`src/rtl/chip8_pkg.sv`:
```
// Shared types and constants for the CHIP-8 draw controller.
package chip8_pkg;

  localparam int unsigned FB_W             = 64;
  localparam int unsigned FB_H             = 32;
  localparam int unsigned FB_BYTES_PER_ROW = 8;
  localparam int unsigned MEM_AW_DEF       = 12;
  localparam int unsigned FB_AW_DEF        = 8;

  typedef enum logic [2:0] {
    ST_IDLE,
    ST_CLR,
    ST_FETCH,
    ST_RDL,
    ST_RDR,
    ST_WRL,
    ST_WRR,
    ST_DONE
  } state_e;

endpackage

```
`src/rtl/chip8_sprite_split.sv`:
```
// Splits one sprite byte across the two framebuffer bytes it overlaps.
module chip8_sprite_split
  import chip8_pkg::*;
(
  input  logic [7:0] spr_i,
  input  logic [2:0] sh_i,
  output logic [7:0] left_o,
  output logic [7:0] right_o
);

  logic [15:0] wide;

  // Shift the byte into a 16-bit window; the top half lands in the left byte.
  always_comb begin
    wide    = {spr_i, 8'h00} >> sh_i;
    left_o  = wide[15:8];
    right_o = wide[7:0];
  end

endmodule

```
`src/rtl/chip8_draw_ctrl.sv`:
```
// CHIP-8 DXYN / 00E0 sequencer: fetches sprite rows, XORs them into the
// framebuffer byte-wise and reports VF. Optional clip mode: CHIP8_CLIP_EN.
module chip8_draw_ctrl
  import chip8_pkg::*;
#(
  parameter int unsigned MEM_AW = MEM_AW_DEF,
  parameter int unsigned FB_AW  = FB_AW_DEF
) (
  input  logic              clk,
  input  logic              reset,
  input  logic              cmd_valid,
  output logic              cmd_ready,
  input  logic              cmd_clear,
  input  logic [7:0]        cmd_x,
  input  logic [7:0]        cmd_y,
  input  logic [3:0]        cmd_n,
  input  logic [MEM_AW-1:0] cmd_i,
  output logic              mem_rd,
  output logic [MEM_AW-1:0] mem_addr,
  input  logic [7:0]        mem_rdata,
  output logic              fb_rd,
  output logic              fb_we,
  output logic [FB_AW-1:0]  fb_addr,
  output logic [7:0]        fb_wdata,
  input  logic [7:0]        fb_rdata,
  output logic              done,
  output logic              collision
);

  state_e            state_q;
  logic [5:0]        x0_q;
  logic [4:0]        y0_q;
  logic [3:0]        n_q;
  logic [3:0]        r_q;
  logic [MEM_AW-1:0] i_q;
  logic [7:0]        spr_q;
  logic              coll_q;

  logic              ready_q;
  logic              mem_rd_q;
  logic [MEM_AW-1:0] mem_addr_q;
  logic              fb_rd_q;
  logic              fb_we_q;
  logic [FB_AW-1:0]  fb_addr_q;
  logic [7:0]        fb_wdata_q;
  logic              done_q;
  logic              collision_q;

  logic [2:0]        sh_c;
  logic [2:0]        byte_l_c;
  logic [2:0]        byte_r_c;
  logic [4:0]        row_c;
  logic [3:0]        r_nxt_c;
  logic              last_row_c;
  logic [FB_AW-1:0]  addr_l_c;
  logic [FB_AW-1:0]  addr_r_c;
  logic [7:0]        mask_l_c;
  logic [7:0]        mask_r_c;
  logic              has_right_c;
  logic [3:0]        n_d;
  logic              unused_bits;

  // Row/byte geometry of the current sprite row.
  assign sh_c       = x0_q[2:0];
  assign byte_l_c   = x0_q[5:3];
  assign byte_r_c   = byte_l_c + 3'd1;
  assign row_c      = y0_q + 5'(r_q);
  assign r_nxt_c    = r_q + 4'd1;
  assign last_row_c = (r_nxt_c >= n_q);
  assign addr_l_c   = FB_AW'({row_c, byte_l_c});
  assign addr_r_c   = FB_AW'({row_c, byte_r_c});
  assign unused_bits = ^{cmd_x[7:6], cmd_y[7:5]};

`ifdef CHIP8_CLIP_EN
  logic [5:0] rows_avail_c;
  // Rows falling off the bottom are dropped up front; right byte dropped at column 7.
  assign rows_avail_c = 6'(FB_H) - {1'b0, cmd_y[4:0]};
  assign n_d          = ({2'b00, cmd_n} > rows_avail_c) ? 4'(rows_avail_c) : cmd_n;
  assign has_right_c  = (sh_c != 3'd0) && (byte_l_c != 3'd7);
`else
  // Wrap mode: every row is drawn and the right byte wraps within the row.
  assign n_d          = cmd_n;
  assign has_right_c  = (sh_c != 3'd0);
`endif

  chip8_sprite_split u_split (
    .spr_i   (spr_q),
    .sh_i    (sh_c),
    .left_o  (mask_l_c),
    .right_o (mask_r_c)
  );

  // Sequencer with registered strobes; outputs are set on entry to each state.
  always_ff @(posedge clk) begin
    if (reset) begin
      state_q     <= ST_IDLE;
      x0_q        <= '0;
      y0_q        <= '0;
      n_q         <= '0;
      r_q         <= '0;
      i_q         <= '0;
      spr_q       <= '0;
      coll_q      <= 1'b0;
      ready_q     <= 1'b1;
      mem_rd_q    <= 1'b0;
      mem_addr_q  <= '0;
      fb_rd_q     <= 1'b0;
      fb_we_q     <= 1'b0;
      fb_addr_q   <= '0;
      fb_wdata_q  <= '0;
      done_q      <= 1'b0;
      collision_q <= 1'b0;
    end else begin
      mem_rd_q    <= 1'b0;
      fb_rd_q     <= 1'b0;
      fb_we_q     <= 1'b0;
      done_q      <= 1'b0;
      collision_q <= 1'b0;
      case (state_q)
        ST_IDLE: begin
          if (cmd_valid) begin
            x0_q    <= cmd_x[5:0];
            y0_q    <= cmd_y[4:0];
            n_q     <= n_d;
            i_q     <= cmd_i;
            r_q     <= '0;
            coll_q  <= 1'b0;
            ready_q <= 1'b0;
            if (cmd_clear) begin
              state_q    <= ST_CLR;
              fb_we_q    <= 1'b1;
              fb_addr_q  <= '0;
              fb_wdata_q <= 8'h00;
            end else if (n_d == 4'd0) begin
              state_q <= ST_DONE;
              done_q  <= 1'b1;
            end else begin
              state_q    <= ST_FETCH;
              mem_rd_q   <= 1'b1;
              mem_addr_q <= cmd_i;
            end
          end
        end
        ST_CLR: begin
          if (&fb_addr_q) begin
            state_q     <= ST_DONE;
            done_q      <= 1'b1;
            collision_q <= coll_q;
          end else begin
            fb_we_q   <= 1'b1;
            fb_addr_q <= fb_addr_q + FB_AW'(1);
          end
        end
        ST_FETCH: begin
          state_q   <= ST_RDL;
          fb_rd_q   <= 1'b1;
          fb_addr_q <= addr_l_c;
        end
        ST_RDL: begin
          state_q   <= ST_RDR;
          spr_q     <= mem_rdata;
          fb_rd_q   <= has_right_c;
          fb_addr_q <= has_right_c ? addr_r_c : addr_l_c;
        end
        ST_RDR: begin
          // Old left byte is on fb_rdata now.
          state_q    <= ST_WRL;
          fb_we_q    <= 1'b1;
          fb_addr_q  <= addr_l_c;
          fb_wdata_q <= fb_rdata ^ mask_l_c;
          coll_q     <= coll_q | (|(fb_rdata & mask_l_c));
        end
        ST_WRL: begin
          if (has_right_c) begin
            // Old right byte is on fb_rdata now.
            state_q    <= ST_WRR;
            fb_we_q    <= 1'b1;
            fb_addr_q  <= addr_r_c;
            fb_wdata_q <= fb_rdata ^ mask_r_c;
            coll_q     <= coll_q | (|(fb_rdata & mask_r_c));
          end else if (last_row_c) begin
            state_q     <= ST_DONE;
            done_q      <= 1'b1;
            collision_q <= coll_q;
          end else begin
            state_q    <= ST_FETCH;
            r_q        <= r_nxt_c;
            mem_rd_q   <= 1'b1;
            mem_addr_q <= i_q + MEM_AW'(r_nxt_c);
          end
        end
        ST_WRR: begin
          if (last_row_c) begin
            state_q     <= ST_DONE;
            done_q      <= 1'b1;
            collision_q <= coll_q;
          end else begin
            state_q    <= ST_FETCH;
            r_q        <= r_nxt_c;
            mem_rd_q   <= 1'b1;
            mem_addr_q <= i_q + MEM_AW'(r_nxt_c);
          end
        end
        ST_DONE: begin
          state_q <= ST_IDLE;
          ready_q <= 1'b1;
        end
        default: begin
          state_q <= ST_IDLE;
          ready_q <= 1'b1;
        end
      endcase
    end
  end

  // Ready is held low for the whole time reset is asserted.
  assign cmd_ready = ready_q & ~reset;
  assign mem_rd    = mem_rd_q;
  assign mem_addr  = mem_addr_q;
  assign fb_rd     = fb_rd_q;
  assign fb_we     = fb_we_q;
  assign fb_addr   = fb_addr_q;
  assign fb_wdata  = fb_wdata_q;
  assign done      = done_q;
  assign collision = collision_q;

endmodule

```
`config.mk`:
```
export PLATFORM = sky130hd
export DESIGN_NAME = chip8_draw_ctrl
export DESIGN_NICKNAME = d
export VERILOG_FILES = /design/src/rtl/chip8_pkg.sv /design/src/rtl/chip8_sprite_split.sv /design/src/rtl/chip8_draw_ctrl.sv
export SDC_FILE = /design/constraint.sdc
export NUM_CORES = 1
export LEC_CHECK = 0
export ABC_CLOCK_PERIOD_IN_PS = 4200
export CORE_MARGIN = 2
export CORE_UTILIZATION = 57
export CTS_BUF_LIST = sky130_fd_sc_hd__clkbuf_4 sky130_fd_sc_hd__clkbuf_8 sky130_fd_sc_hd__clkbuf_16
export DETAILED_ROUTE_END_ITERATION = 12
export PLACE_DENSITY_LB_ADDON = 0.1
export SLEW_MARGIN = 30
export SYNTH_ARGS = -nofsm -noshare
export SYNTH_HDL_FRONTEND = slang
export SYNTH_SLANG_ARGS = --single-unit
```
`constraint.sdc`:
```
create_clock -name clk -period 4.2 [get_ports clk]
set_clock_uncertainty 0.1 [all_clocks]
set_input_delay 1.26 -clock clk [delete_from_list [all_inputs] [get_ports clk]]
set_output_delay 1.26 -clock clk [all_outputs]
set_load 0.02 [all_outputs]
```
==> summary.txt <==
Power
  • Leak pwr: 2.06 nW
  • PwrDens: 459 mW/mm²
  • Maximum VDD drop: 0.250 mV
  • Total power: roughly 2.6 mW

Clock network
  • Resized cells post-CTS: 0
  • CTS tree: yes
  • Sink Count: slightly below 80
  • Clk slew on worst S/H paths: roughly 80 ps
  • Root Driver: clkbuf_8
  • Hold Buf Count CTS: 0
  • Clock tree buffer depth: 2
  • Insertion delay to the later sink of the worst-skew pair: ~360 ps
  • Setup Fix Bufs, Post-CTS: 0
  • H-tree depth: 3
  • CTS Buf Count: 9

Synth
  • Yosys cell types: 62
  • Yosys Warn Count: 0
  • FF+latch count, synth: between 70 and 80
  • Top cells by area, synth: dfxtp_1, nand2_1, a21oi_1, mux2i_1, ha_1
  • Syn Area/Cell: 7.96 µm²
  • Synth top cells by count: nand2_1, dfxtp_1, a21oi_1
  • Seq/Total Area, Yosys: approximately a third
  • Cells after Synth: between 500 and 600
  • Async set-or-reset flop fraction in the synthesized netlist: 0%
  • EDFF count, synth: 0
  • Dominant cell type by area after synthesis: dfxtp_1
  • Top-count cell post-synth: nand2_1
  • Ys flop type: dfxtp_1
  • Mapped Area: 0.00471 mm²
  • Synth Net Count: 661
  • Post-synth top area share: between 30% and 40%

GRT
  • GRT Overall Usage: around 29%
  • First-pass GRT wire length: about 21000 µm
  • Number of global-route vias before repair: 4328
  • Largest net degree at the start of global routing: 72
  • Total gr overflow: 0
  • Number of antenna violations at the first check in global routing: 0

Placed design
  • Cell Count Post-Placement: roughly 740
  • Post-DP Area: roughly 0.0055 mm²
  • Post-DP HPWL: around 9000 µm
  • GPL Wtd Cong: 0.895
  • Count of input and output buffers: 80

Floorplanning
  • CORE AREA: 0.00813 mm²
  • Core Rows: 33
  • Die Ht: about 95 µm
  • IO Count: 86
  • Starting density of the core: 57.9%
  • Die area: ~0.0090 mm²
  • Die Wd: between 90 and 100 µm

Setup path
  • WP data arrival: approximately 2300 ps
  • Req. time, crit path: 2840 ps
  • Kind of end point of the critical path: output port
  • Reg2reg start: state_q[0]
  • FF-to-FF End: mem_addr[0]
  • FF-to-FF setup slack: around 1200 ps
  • Worst r2r path cells: 8
  • Critical-path maximum fanout: 2
  • CP Class: input port to output port
  • Startpoint types: input port

Timing
  • FMAX: 0.274 GHz
  • Relative slew margins: 49.5%
  • Final Hold Viols: 0
  • Slew Viols, Final: 0
  • Setup TNS: 0 ps
  • Least-Margin Pin Slew: about 760 ps
  • Setup violations, final: 0
  • Min cycle time layout: 3650 ps
  • RSZ-0062 raised after global routing: false
  • Tcrit/Tclk final: 86.8%

Outcome
  • Status: finished, final reports clean

Detailed routing
  • DRC: 0
  • Final WL: 12500 µm
  • DRT Pass-1 Iters: 5
  • ANT nets after route: 0
  • Initial drt markers: about 230
  • DR vias/cell: 5.96
  • Routed WL per cell: ~17 µm
  • Total number of vias: between 4000 and 5000

Cells and area
  • Final net count: a little over 700
  • Share of post-route cells with drive strength above 1: 6.29%
  • Post-route cell area: 0.00575 mm²
  • Fillers: 671
  • Area grow syn2layout: 21.9%
  • Post-Layout Cell Count: 757
  • Ant diodes: 0

Hold path
  • Hold_sp: n_q[1]
  • Worst hold path class: flop to flop
  • WHS Path Cells: 2
  • Hold Crit Endpoint: n_q[1]

Job
  • Max-Cap Viols: 0
-- kinds of logic after synthesis --
logic type | count (synthesis) | share of synthesized area (%)
and+or+nand+nor | 218 | 21.5
AOI/OAI and AO/OA | 166 | 23.2
DFF | 77 | 32.7
xor gates and xnor gates | 31 | 5.76
muxes | 28 | 6.61
adders and majority gates | 17 | 4.83
buffers and inverters | 55 | 5.39
-- area by class of cell --
class,count,area (µm²),area share (%)
clock buffers,9,124,2.16
clock inverters,7,121,2.11
inverters,11,41.3,0.719
multi-input cells,460,2930,51.0
flip-flops and latches,77,1540,26.9
well taps,105,131,2.29
repair buffers,88,856,14.9
-- state kept, by name (all words and copies together) (netlist names) --
| signal | count |
|---|---|
| n_q | 4 |
| state_q | 3 |
| r_q | 4 |
| fb_addr | 8 |
| coll_q | 1 |
| fb_wdata | 8 |
| fb_we | 1 |
| collision | 1 |
| mem_addr | 12 |
| i_q | 12 |
| done | 1 |
| x0_q | 6 |
| mem_rd | 1 |
| spr_q | 8 |
| y0_q | 5 |
| ready_q | 1 |
| fb_rd | 1 |
-- report_power, final --
part	internal, mW	switching [mW]
sequential	0.836	0.150
combinational	0.409	0.544
clock	0.397	0.305
total	1.64	0.998
-- worst max-delay path by stage --
stage,from,to,slack (ps),cells past startpoint
final,reset,cmd_ready,550,3
after CTS,reset,cmd_ready,560,3
after floorplan,reset,cmd_ready,900,3
after global placement,reset,cmd_ready,620,3
after global routing,reset,cmd_ready,550,3
after detailed placement,reset,cmd_ready,560,3
-- critical path: stages --
cell and delay (ps):
buf_2 110, nor2b_1 240, clkdlybuf4s50_1 670
-- stage by stage --
| stage | setup WS [ps] | hold slack (ps) | util (%) |
|---|---|---|---|
| floorplan | 904 | 336 | - |
| global placement | 622 | 344 | 67.5 |
| detailed placement | 555 | 353 | 67.5 |
| CTS | 555 | 365 | 70.5 |
| global route | 552 | 382 | 70.6 |
| finish | 554 | 362 | 70.6 |
-- layer usage --
metal	routed length, µm	part of all wire [%]	GRT usage [%]	up-vias
li1	-	-	-	2220
met1	5610	45	38.5	2100
met2	5990	48	48.9	170
met3	711	5.7	3.99	21
met4	198	1.6	9.66	0
met5	0	0	0	-
-- layout by cell type, fill, tap and decap left out, types with 10 or more instances in the layout --
master / synthesis / layout
clkdlybuf4s50_1: 0 / 79
xor2_1: 11 / 11
nand3_1: 23 / 23
a22o_1: 11 / 11
ha_1: 15 / 15
a22oi_1: 14 / 14
nor2_1: 37 / 36
a211oi_1: 11 / 10
nor2b_1: 11 / 10
nand2_1: 97 / 97
xnor2_1: 20 / 20
nand2b_1: 17 / 17
inv_1: 10 / 10
o21ai_0: 22 / 22
mux2i_1: 21 / 21
dfxtp_1: 77 / 75
a21oi_1: 56 / 56
Power figures use the tool's default switching activity.
==> RTL edit: new RTL, same flow settings <==
Change the package constant `MEM_AW_DEF` from 12 to 10.
--- a/src/rtl/chip8_pkg.sv
+++ b/src/rtl/chip8_pkg.sv
@@ -6,3 +6,3 @@
   localparam int unsigned FB_BYTES_PER_ROW = 8;
-  localparam int unsigned MEM_AW_DEF       = 12;
+  localparam int unsigned MEM_AW_DEF       = 10;
   localparam int unsigned FB_AW_DEF        = 8;
Interface: changed (resized cmd_i and mem_addr); port bits go from 86 to 82. No check against the original RTL was run, so the function may have changed too.
==> RTL edit against the original RTL <==
Non-clock buffer count is 9 lower; clock power is 12% lower; via count is 11% lower; count of clock-buffer cells in the layout up 1; critical endpoint unchanged; area after synthesis decreased by 8.4%; sequential cell count fell by 4; routed wire length shrank 16%; global-route usage decreased by 3.8 points; critical path depth unchanged; combinational power up 27%; setup slack improved by 0.11 ns; power grew 8.6%; hold slack lost 0.0051 ns; cell area fell by 8.3%.
==> RTL edit: results (changes against the original RTL) <==
\begin{tabular}{lr}
\hline
Metric & Value \\
\hline
\multicolumn{2}{l}{\textbf{Synth}} \\
\quad Ranking of synthesized cells by instance count & 101 x nand2\_1, 73 x dfxtp\_1, 57 x a21oi\_1 \\
\quad Synthesized netlist net count & 604 (-8.6\%) \\
\quad Sequential area share after synthesis & 0.338 (+0.0113) \\
\quad Post-Synth Adder-Cell Area & 0.0527 (+0.00441) \\
\quad Top area cells in the synthesized netlist & dfxtp\_1 34\%, nand2\_1 8.8\%, a21oi\_1 6.6\%, ha\_1 4.3\%, xnor2\_1 3.4\% \\
\quad Compound-Gate Fraction of Synth Area & 0.231 (-0.00113) \\
\quad Synth Area in XOR/XNOR & 0.0568 (-0.000827) \\
\multicolumn{2}{l}{\textbf{Layout}} \\
\quad Multi-input logic portion of the cell area & 0.498 (-0.0111) \\
\quad Non-clock inverter count & 15 (+4) \\
\quad Number of fill cells & 612 (-8.8\%) \\
\quad Share of cells above drive strength 1 & 0.0635 (+0.000662) \\
\quad Final non-clock buffer share & 0.148 (-0.00118) \\
\quad Synth-to-layout area growth & 21.9\% (about the same) \\
\quad Multi-input logic cell count & 415 (-9.8\%) \\
\quad CLK BUF & 10 (+1) \\
\quad Count of sequential standard cells & 73 (-5.2\%) \\
\quad Non-clock buffers & 79 (-10\%) \\
\multicolumn{2}{l}{\textbf{Power}} \\
\quad Internal Dissipation & 0.00168 W (+2.5\%) \\
\quad Combinational group power & 0.00121 W (+27\%) \\
\quad Fraction of power consumed by sequential logic & 0.361 (-0.012) \\
\multicolumn{2}{l}{\textbf{Global routing}} \\
\quad Pin count of the biggest net entering global routing & 64 (-11\%) \\
\quad Global-route track usage on met3 & 0.0365 (-0.00339) \\
\quad M2 GR Usage & 0.420 (-0.0690) \\
\quad GRT Util Overall & 0.253 (-0.0384) \\
\quad Number of global-route vias before repair & 3,700 (-15\%) \\
\quad GR Util met1 & 0.339 (-0.0464) \\
\multicolumn{2}{l}{\textbf{Placement}} \\
\quad Cell area reported after detailed placement & 0.00504 mm² (-8.1\%) \\
\quad Dpl hpwl & 7650 µm (-13\%) \\
\quad Weighted congestion reported at the end of routability-driven placement & 0.843 (-5.8\%) \\
\multicolumn{2}{l}{\textbf{CTS}} \\
\quad CTS clk-pin slew, worst paths & 0.08 ns (about the same) \\
\multicolumn{2}{l}{\textbf{Routing}} \\
\quad Routed vias & 4,028 (-11\%) \\
\quad Final wirelength & 10,500 µm (-16\%) \\
\multicolumn{2}{l}{\textbf{Critical path}} \\
\quad Delay contributed by the slowest stage of the critical path & 0.63 ns (-0.04 ns) \\
\multicolumn{2}{l}{\textbf{Outcome}} \\
\quad Result of the run & complete, no violations \\
\multicolumn{2}{l}{\textbf{Floorplan}} \\
\quad Die W & 91.1 µm (-4.1\%) \\
\hline
\end{tabular}
-- RTL edit: layer usage --
| layer | share of wire | vias to the layer above | routed length, µm |
|---|---|---|---|
| met5 | 0 | - | 0 |
| met4 | 0.022 | 0 | 234 |
| met3 | 0.056 | 23 | 593 |
| met2 | 0.47 | 147 | 4950 |
| met1 | 0.45 | 1844 | 4740 |
| li1 | - | 2014 | - |
-- RTL edit: through the flow --
stage,total power (W),hold WS (ns),worst slack (ns),instances
floorplan,0.00192,0.326,0.846,537
finish,0.00287,0.357,0.662,697
detailed placement,0.00224,0.347,0.682,681
CTS,0.00286,0.358,0.682,697
global placement,0.00222,0.344,0.683,681
global route,0.00304,0.379,0.648,697
-- RTL edit: worst paths after layout --
kind	startpoint	to	slack (ns)	cells after the start
worst max register to register	state_q[1]	fb_addr[7]	1.45	6
worst max-delay path	reset	cmd_ready	0.66	3
worst min-delay path	n_q[2]	n_q[2]	0.36	2
worst min register to register	n_q[2]	n_q[2]	0.36	2
